==> config.mk <==
export PLATFORM = sky130hd
export DESIGN_NAME = alu_seq
export DESIGN_NICKNAME = d
export VERILOG_FILES = /design/src/rtl/alu_pkg.sv /design/src/rtl/alu_muldiv_iter.sv /design/src/rtl/alu_seq.sv
export SDC_FILE = /design/constraint.sdc
export NUM_CORES = 1
export LEC_CHECK = 0
export CAP_MARGIN = 10
export CORE_MARGIN = 2
export CORE_UTILIZATION = 45
export CTS_BUF_LIST = sky130_fd_sc_hd__clkbuf_8
export DETAILED_ROUTE_END_ITERATION = 6
export PLACE_DENSITY = 0.66
export SETUP_SLACK_MARGIN = 0.2
export SLEW_MARGIN = 15
export SYNTH_ARGS = -nofsm -noshare
export SYNTH_HDL_FRONTEND = slang
export SYNTH_HIERARCHICAL = 1
export SYNTH_SLANG_ARGS = --single-unit
==> constraint.sdc <==
create_clock -name clk -period 4.5 [get_ports clk]
set_input_delay 0.45 -clock clk [delete_from_list [all_inputs] [get_ports clk]]
set_output_delay 0.45 -clock clk [all_outputs]
set_load 0.005 [all_outputs]
==> src/rtl/alu_pkg.sv <==
// Shared definitions for the handshaked sequential ALU: op codes, FSM states,
// and the legacy op constants from the single-cycle ALU.
package alu_pkg;

   typedef enum logic [3:0] {
      OP_OR   = 4'd0,
      OP_AND  = 4'd1,
      OP_XOR  = 4'd2,
      OP_ADD  = 4'd3,
      OP_NOR  = 4'd4,
      OP_NAND = 4'd5,
      OP_SLT  = 4'd6,
      OP_SUB  = 4'd7,
      OP_SLTS = 4'd8,
      OP_SLL  = 4'd9,
      OP_SRL  = 4'd10,
      OP_SRA  = 4'd11,
      OP_MUL  = 4'd12,
      OP_DIVU = 4'd13,
      OP_REMU = 4'd14,
      OP_RSVD = 4'd15
   } op_e;

   typedef enum logic [1:0] {
      S_IDLE = 2'd0,
      S_BUSY = 2'd1,
      S_DONE = 2'd2
   } state_e;

   // Legacy names from the single-cycle datapath
   localparam logic [3:0] ALU_OR   = 4'd0;
   localparam logic [3:0] ALU_AND  = 4'd1;
   localparam logic [3:0] ALU_XOR  = 4'd2;
   localparam logic [3:0] ALU_ADD  = 4'd3;
   localparam logic [3:0] ALU_NOR  = 4'd4;
   localparam logic [3:0] ALU_NAND = 4'd5;
   localparam logic [3:0] ALU_SLT  = 4'd6;
   localparam logic [3:0] ALU_SUB  = 4'd7;

   localparam logic MODE_MUL = 1'b0;
   localparam logic MODE_DIV = 1'b1;

   // Ops that need the iterative unit; divide by zero resolves in one step
   function automatic logic is_iter(input op_e op, input logic b_nz);
      return (op == OP_MUL) || (((op == OP_DIVU) || (op == OP_REMU)) && b_nz);
   endfunction

endpackage

==> src/rtl/alu_muldiv_iter.sv <==
// Iterative unsigned multiplier (shift-add) and restoring divider, one step per cycle.
// done flags the cycle whose edge completes the last step; prod/quot/rem carry that step's values.
module alu_muldiv_iter
   import alu_pkg::*;
#(
   parameter int unsigned WIDTH = 32
) (
   input  logic             clk,
   input  logic             rst_n,
   input  logic             start,
   input  logic             mode,
   input  logic [WIDTH-1:0] a,
   input  logic [WIDTH-1:0] b,
   output logic             done,
   output logic [WIDTH-1:0] prod,
   output logic [WIDTH-1:0] quot,
   output logic [WIDTH-1:0] rem
);

   localparam int unsigned CW = $clog2(WIDTH) + 1;

   logic [WIDTH-1:0] acc_q, sh_q, md_q;
   logic [WIDTH-1:0] acc_d, sh_d, md_d;
   logic [CW-1:0]    cnt_q;
   logic             run_q, mode_q;
   logic [WIDTH:0]   r_sh, r_sub;

   // One step: acc is the product accumulator (mul) or partial remainder (div)
   always_comb begin
      acc_d = acc_q;
      sh_d  = sh_q;
      md_d  = md_q;
      r_sh  = {acc_q, sh_q[WIDTH-1]};
      r_sub = r_sh - {1'b0, md_q};
      if (mode_q == MODE_MUL) begin
         acc_d = acc_q + (sh_q[0] ? md_q : '0);
         md_d  = md_q << 1;
         sh_d  = sh_q >> 1;
      end else if (!r_sub[WIDTH]) begin
         acc_d = r_sub[WIDTH-1:0];
         sh_d  = {sh_q[WIDTH-2:0], 1'b1};
      end else begin
         acc_d = r_sh[WIDTH-1:0];
         sh_d  = {sh_q[WIDTH-2:0], 1'b0};
      end
   end

   always_ff @(posedge clk) begin
      if (!rst_n) begin
         acc_q  <= '0;
         sh_q   <= '0;
         md_q   <= '0;
         cnt_q  <= '0;
         run_q  <= 1'b0;
         mode_q <= MODE_MUL;
      end else if (start) begin
         acc_q  <= '0;
         sh_q   <= (mode == MODE_MUL) ? b : a;
         md_q   <= (mode == MODE_MUL) ? a : b;
         cnt_q  <= '0;
         run_q  <= 1'b1;
         mode_q <= mode;
      end else if (run_q) begin
         acc_q <= acc_d;
         sh_q  <= sh_d;
         md_q  <= md_d;
         cnt_q <= cnt_q + CW'(1);
         if (done) run_q <= 1'b0;
      end
   end

   assign done = run_q && (cnt_q == CW'(WIDTH - 1));
   assign prod = acc_d;
   assign quot = sh_d;
   assign rem  = acc_d;

endmodule

==> src/rtl/alu_seq.sv <==
// Handshaked ALU: single-step datapath plus iterative mul/div behind valid/ready,
// with registered result and flags that update only on entry to DONE.
module alu_seq
   import alu_pkg::*;
#(
   parameter int unsigned WIDTH = 32,
   parameter int unsigned SHW   = $clog2(WIDTH)
) (
   input  logic             clk,
   input  logic             rst_n,
   input  logic             in_valid,
   output logic             in_ready,
   input  logic [3:0]       op,
   input  logic [WIDTH-1:0] a,
   input  logic [WIDTH-1:0] b,
   output logic             out_valid,
   input  logic             out_ready,
   output logic [WIDTH-1:0] result,
   output logic             zero,
   output logic             ovf,
   output logic             dz
);

   state_e           state_q, state_d;
   op_e              op_i, op_q;
   logic [WIDTH-1:0] sum, diff, res_c, it_res;
   logic [SHW-1:0]   shamt;
   logic             ovf_c, dz_c, accept, start, take_single, take_iter;
   logic             it_done;
   logic [WIDTH-1:0] it_prod, it_quot, it_rem;

   assign op_i  = op_e'(op);
   assign shamt = b[SHW-1:0];

   // Single-step datapath
   always_comb begin
      sum   = a + b;
      diff  = a - b;
      res_c = '0;
      ovf_c = 1'b0;
      dz_c  = 1'b0;
      case (op_i)
         OP_OR:   res_c = a | b;
         OP_AND:  res_c = a & b;
         OP_XOR:  res_c = a ^ b;
         OP_ADD: begin
            res_c = sum;
            ovf_c = (a[WIDTH-1] == b[WIDTH-1]) && (sum[WIDTH-1] != a[WIDTH-1]);
         end
         OP_NOR:  res_c = ~(a | b);
         OP_NAND: res_c = ~(a & b);
         OP_SLT:  res_c = WIDTH'(a < b);
         OP_SUB: begin
            res_c = diff;
            ovf_c = (a[WIDTH-1] != b[WIDTH-1]) && (diff[WIDTH-1] != a[WIDTH-1]);
         end
         OP_SLTS: res_c = WIDTH'($signed(a) < $signed(b));
         OP_SLL:  res_c = a << shamt;
         OP_SRL:  res_c = a >> shamt;
         OP_SRA:  res_c = WIDTH'($signed(a) >>> shamt);
         OP_DIVU: if (b == '0) begin
            res_c = '1;
            dz_c  = 1'b1;
         end
         OP_REMU: if (b == '0) begin
            res_c = a;
            dz_c  = 1'b1;
         end
         default: res_c = '0;
      endcase
   end

   assign in_ready = (state_q == S_IDLE) || ((state_q == S_DONE) && out_ready);
   assign accept   = in_valid && in_ready;

   // Next-state and datapath control
   always_comb begin
      state_d     = state_q;
      start       = 1'b0;
      take_single = 1'b0;
      take_iter   = 1'b0;
      case (state_q)
         S_IDLE, S_DONE: begin
            if (accept) begin
               if (is_iter(op_i, b != '0)) begin
                  start   = 1'b1;
                  state_d = S_BUSY;
               end else begin
                  take_single = 1'b1;
                  state_d     = S_DONE;
               end
            end else if ((state_q == S_DONE) && out_ready) begin
               state_d = S_IDLE;
            end
         end
         S_BUSY: begin
            if (it_done) begin
               take_iter = 1'b1;
               state_d   = S_DONE;
            end
         end
         default: state_d = S_IDLE;
      endcase
   end

   alu_muldiv_iter #(.WIDTH(WIDTH)) u_iter (
      .clk   (clk),
      .rst_n (rst_n),
      .start (start),
      .mode  ((op_i == OP_MUL) ? MODE_MUL : MODE_DIV),
      .a     (a),
      .b     (b),
      .done  (it_done),
      .prod  (it_prod),
      .quot  (it_quot),
      .rem   (it_rem)
   );

   assign it_res = (op_q == OP_MUL)  ? it_prod :
                   (op_q == OP_REMU) ? it_rem  : it_quot;

   always_ff @(posedge clk) begin
      if (!rst_n) begin
         state_q   <= S_IDLE;
         op_q      <= OP_OR;
         out_valid <= 1'b0;
         result    <= '0;
         zero      <= 1'b0;
         ovf       <= 1'b0;
         dz        <= 1'b0;
      end else begin
         state_q   <= state_d;
         out_valid <= (state_d == S_DONE);
         if (start) op_q <= op_i;
         if (take_single) begin
            result <= res_c;
            zero   <= (res_c == '0);
            ovf    <= ovf_c;
            dz     <= dz_c;
         end else if (take_iter) begin
            result <= it_res;
            zero   <= (it_res == '0);
            ovf    <= 1'b0;
            dz     <= 1'b0;
         end
      end
   end

endmodule
After elaboration in Yosys (flattened, before gate mapping)
Index checks and enable logic that the tools add are counted.
- output and inout bits: 37
- input bits: 72
- register bits after elaboration: 146
- word-level logic and storage cells: 119
- bitwise operators: 6
- reductions and logical operators: 21
- multiplexer cells: 44
- shifts and indexed selects: 3
- add/subtract/negate cells: 5
- $lt $le $gt $ge: 2
- eq/ne operators: 25
- operators by type and width (operator ; number):
    32-bit two-way mux ; 17
    32-bit one-hot mux with 14 select lines ; 1
    32-bit logical NOT ; 3
    32-bit adder ; 2
    32-bit < comparator ; 2
    32-bit NOT ; 2
    4-bit equality test, second input constant ; 9
    33-bit by 32-bit subtractor with 33-bit output ; 1
    32-bit AND ; 1
    32-bit OR ; 1
    32-bit nonzero test ; 1
    32-bit by 5-bit left shift with 32-bit output ; 1
    32-bit by 5-bit right shift with 32-bit output ; 1
    32-bit by 5-bit >>> shifter with 32-bit output ; 1
    32-bit subtractor ; 1
    32-bit XOR ; 1
    1-bit two-way mux ; 20
    4-bit by 3-bit equality test with 1-bit output, second input constant ; 4
    4-bit by 2-bit equality test with 1-bit output, second input constant ; 2
    2-bit two-way mux ; 4
    6-bit by 1-bit adder with 6-bit output, second input constant ; 1
    6-bit by 5-bit equality test with 1-bit output, second input constant ; 1
    1-bit logical AND ; 6
    2-bit OR reduction ; 3
    14 further kinds ; 20

Logic depth before layout (Yosys ltp)
- word-level depth: 9
- gate-level depth with buffers: 24
- mapped depth without buffers: 21

Hierarchy
The synthesis kept the hierarchy.
- modules (own cells, without submodules) (module ; cells an instance ; instances ; seq. area each (um2) ; area an instance (um2)):
    alu_seq ; 1938 ; 1 ; 840.8 ; 13634.3
    alu_muldiv_iter ; 1338 ; 1 ; 2082.0 ; 10043.4

Worst setup path before layout
Ideal clock, no wire load.
- path kind: input to register
- from: input port b[2]
- to: register zero
- stages on the path: 19
- library setup time: 0.087 ns
- buffers on the path: 5
- setup slack: -0.175 ns
- required time: 4.413 ns
- arrival: 4.588 ns
- path through: buf_2 > buf_4 > inv_1 > clkbuf_1 > buf_1 > ha_1 > buf_6 > nand2b_4 > a221o_1 > a211o_1 > a211o_1 > and4_4 > a211o_1 > a2111oi_1 > nor4b_2 > nand4_1 > and4bb_1 > nand4b_1 > o31ai_1
- longest elaborated chain between the ends: 7
- elaborated cells on any way between the ends: 25
- classes of those cells: 2 x add/sub; 2 x order compare; 3 x shift; 7 x mux; 5 x bitwise; 6 x reduce/logical
- RTL lines (element ; RTL line ; RTL):
    from (decl) ; alu_seq.sv:15 ; input logic [WIDTH-1:0] b,
    branches (longest 7 deep; another with 32-bit subtractor) ; - ;
    to (signal assigned) ; alu_seq.sv:137 ; zero <= (res_c == '0);
    to (signal assigned) ; alu_seq.sv:142 ; zero <= (it_res == '0);
    to (decl) ; alu_seq.sv:19 ; output logic zero,
Parallel ways; which one is timed is not known.
A chain may end at the register's enable or synchronous reset.

Worst setup path in the final report
- from: register u_iter.md_q[25]
- to: register zero
- longest elaborated chain between the ends: 8
- elaborated cells on any way between the ends: 12
- classes of those cells: 2 x add/sub; 9 x mux; 1 x reduce/logical
- RTL lines (element ; RTL line ; RTL):
    from (decl) ; alu_muldiv_iter.sv:22 ; logic [WIDTH-1:0] acc_q, sh_q, md_q;
    from (signal assigned) ; alu_muldiv_iter.sv:59 ; md_q <= (mode == MODE_MUL) ? a : b;
    from (signal assigned) ; alu_muldiv_iter.sv:66 ; md_q <= md_d;
    33-bit by 32-bit subtractor with 33-bit output (*) ; alu_muldiv_iter.sv:34 ; r_sub = r_sh - {1'b0, md_q};
    32-bit two-way mux (*) ; alu_muldiv_iter.sv:39 ; end else if (!r_sub[WIDTH]) begin
    32-bit two-way mux (*) ; alu_muldiv_iter.sv:35 ; if (mode_q == MODE_MUL) begin
    via it_prod[5] ; alu_seq.sv:30 ; logic [WIDTH-1:0] it_prod, it_quot, it_rem;
    32-bit two-way mux ; alu_seq.sv:120 ; (op_q == OP_REMU) ? it_rem : it_quot;
    32-bit two-way mux (*) ; alu_seq.sv:119 ; assign it_res = (op_q == OP_MUL) ? it_prod :
    32-bit logical NOT (*) ; alu_seq.sv:142 ;
    1-bit two-way mux (*) ; alu_seq.sv:140 ; end else if (take_iter) begin
    1-bit two-way mux (*) ; alu_seq.sv:135 ; if (take_single) begin
Mark *: on every way through the listed nets, which the timed path passes. The rest lies on a longest branch. The select of a mux whose other input is x is not followed.

==> flow_metrics.py <==
metrics = {
    "power": {
        "p_total_mw": 6.51,
        "p_leak_nw": 14.3,
        "cellPowerDensity_mw_per_mm2": 208,
        "irDropWorstVdd_v": 0.000191,
    },
    "setup_path": {
        "cp_cell_sequence": "inv_2 > ha_4 > a21o_1 > a21o_1 > a2111o_1 > a221o_1 > a221oi_4 > xnor2_4 > buf_12 > buf_6 > buf_6 > mux2i_2 > o21ai_2 > mux2i_1 > o21ai_2 > nor4_1 > nand4_1 > buf_4 > o31ai_2 > nand3_1 > o31ai_1",
        "start_kind": "register",
        "reg2regPathDepth": 21,
        "max_stage_delay_ns": 0.39,
        "cp_data_arrival_time_ns": 4.97,
        "worstPathRequired_ns": 4.91,
        "critPathSlowestCell": "a221oi_4",
        "worstPathMaxFanout": 5,
        "crit_type": "register to register",
        "end_kind": "register",
    },
    "timing": {
        "max_freq_mhz": 219,
        "grt_setup_unrepaired": "true",
        "fin_crit_sh": 1.02,
        "skew_ns": 0.0155,
        "max_slew_margin": 0.217,
        "final_max_slew_viol_count": 0,
        "min_period_ns": 4.57,
        "setup_slack_ns": -0.0683,
        "hold_viol": 0,
        "tightest_slew_ns": 1.17,
        "setup_violations": 1,
    },
    "cts": {
        "root_buffer": "clkbuf_8",
        "clk_latency_ns": 0.49,
        "clockBufferDepth": 2,
        "cts_tree": "yes",
        "cts.sinks": 146,
        "numCtsBuffers": 17,
        "hold_buffers": 0,
        "path_clk_slew_ns": 0.09,
        "htree_num_levels": 4,
    },
    "grt": {
        "antenna_found_initial": 3,
        "grt_pass1_vias": 28600,
        "grt_max_degree": 69,
        "track_usage": 0.434,
        "overflow": 0,
        "grt_first_pass_wirelength_um": 178000,
    },
    "routing": {
        "drt_iter0_markers": 2790,
        "vias_per_cell": 6.41,
        "dr.pass1.iters": 6,
        "num_vias": 29500,
        "detail_route.wl_per_cell_um": 26.2,
        "wl_um": 121000,
        "drc": 0,
        "antenna_left": 0,
    },
    "layout": {
        "finalNonFillerCells": 4603,
        "final_common_cell": "buf_4",
        "syn_to_final_growth_pct": 32.3,
        "drive_gt1_frac": 0.275,
        "final_nets": 4142,
        "mostFrequentLayoutCells": "buf_4 (775), nor2_1 (355), nand2_1 (297)",
    },
    "yosys": {
        "synth_nets": 3516,
        "yosys.cell_types.count": 105,
        "synth_top_area_cell": "dfxtp_1",
        "avgSynthCellArea_sq_um": 7.23,
        "synth_area_leaders": "dfxtp_1 (12%), ha_1 (8.7%), mux2i_1 (7.3%)",
        "synth-seq-area-share": 0.123,
        "ys_ff_latch": 146,
        "synth-warning-count": 6,
        "synth_flop_cell": "dfxtp_1",
        "synth_area_sq_mm": 0.0237,
        "ys_async_sr_fraction": 0,
        "synth_cells": 3276,
        "synth_enable_flop_cells": 0,
        "synthDominantCellAreaShare": 0.123,
    },
    "floorplanning": {
        "ios": 109,
        "coreArea_sq_mm": 0.0523,
        "num_rows": 84,
        "die_y_um": 233,
        "dieArea_sq_mm": 0.0545,
        "die_w_um": 233,
        "start_util": 0.452,
    },
    "placement": {
        "placement.io_buffers": 108,
        "hpwl_um": 96900,
        "dp.cells": 4559,
        "gp_congestion": 1.11,
    },
    "flow_run": {
        "cap_viol_max_count": 0,
    },
    "run_status": {
        "status": "finished with violations",
        "failed_checks": "setup timing",
    },
    "hold_path": {
        "hold_path.class": "input pin to register",
        "whs_path_depth": 2,
    },
}
==> kinds of logic after synthesis <==
kind of cell | count (synthesis) | synth area share
simple gates | 1097 | 0.221
mux | 312 | 0.162
xor+xnor | 110 | 0.0407
flops | 146 | 0.123
fa+ha+maj | 168 | 0.0900
compound gates | 991 | 0.279
buf+inv | 452 | 0.0844
==> cells in the mapped netlist, types with 42 or more instances <==
cell type  instances
a211oi_1          72
a21o_1            54
a21oi_1          262
and2_1            58
buf_4             45
clkbuf_1         186
dfxtp_1          146
ha_1             164
inv_1            146
mux2_2            88
mux2i_1          172
mux4_2            46
nand2_1          297
nand3_1           72
nor2_1           357
nor3_1            48
nor4_1            42
o21ai_0          179
xnor2_1           70
==> worst max-delay path: cells and delay by family (launching register included) <==
kind	cells	cell delay, ns
simple gates	3	0.61
compound gates	9	2.04
xor+xnor	1	0.17
buf+inv	5	0.59
fa+ha+maj	1	0.21
flops	1	0.36
mux	2	0.49
==> metrics by stage <==
step / utilization / worst slack (ns) / setup TNS (ns) / hold slack (ns) / instance area, sq um
2_1_floorplan: - / 0.227 / 0 / 0.451 / 23700
3_3_place_gp: 0.580 / -0.572 / -1.52 / 0.465 / 30400
3_5_place_dp: 0.580 / -0.656 / -2.01 / 0.473 / 30400
4_1_cts: 0.594 / 0.0361 / 0 / 0.348 / 31100
5_1_grt: 0.599 / -0.259 / -0.259 / 0.341 / 31300
6_report: 0.599 / -0.0683 / -0.0683 / 0.371 / 31300
==> path summary, 6_finish.rpt <==
path	endpoint	slack [ns]	from
worst max register to register	zero	-0.07	u_iter/md_q[25]
worst min-delay path	result[1]	0.37	rst_n
worst min register to register	dz	0.50	dz
worst max-delay path	zero	-0.07	u_iter/md_q[25]
==> power breakdown <==
part / switching (mW) / internal (mW) / leakage [nW]
clock: 0.544 / 0.729 / 0.237
sequential: 0.0739 / 1.35 / 1.19
combinational: 2.07 / 1.73 / 12.9
==> registers in the layout, summed over array words and instances, names as in the netlist <==
signal	flops
zero	1
u_iter/run_q	1
result	32
op_q	4
u_iter/mode_q	1
u_iter/md_q	32
dz	1
u_iter/cnt_q	6
ovf	1
out_valid	1
state_q	2
u_iter/sh_q	32
u_iter/acc_q	32
==> layout make-up <==
type                    instances  area [sq um]
diodes                          1          2.50
clock buffers                  18           248
clock inverters                13           231
fillers                      4840         21000
inverters                     151           567
multi-input cells            2678         19100
flip-flops and latches        146          2940
well taps                     688           861
repair buffers                908          7370
==> repair_timing <==
action / in CTS / in global routing
gates resized for setup: 52 / 45
pin swaps: 18 / 15
gates cloned: 1 / 1
setup endpoints to repair: 28 / 20
setup buffers: 7 / 3
==> routing by layer <==
| metal | wire length, um | part of all wire | GRT usage |
|---|---|---|---|
| met3 | 10500 | 0.087 | 0.0807 |
| met5 | 30 | 0.00025 | 0 |
| met2 | 54100 | 0.45 | 0.705 |
| met4 | 9470 | 0.078 | 0.285 |
| met1 | 46700 | 0.39 | 0.522 |
Power figures use the tool's default switching activity.
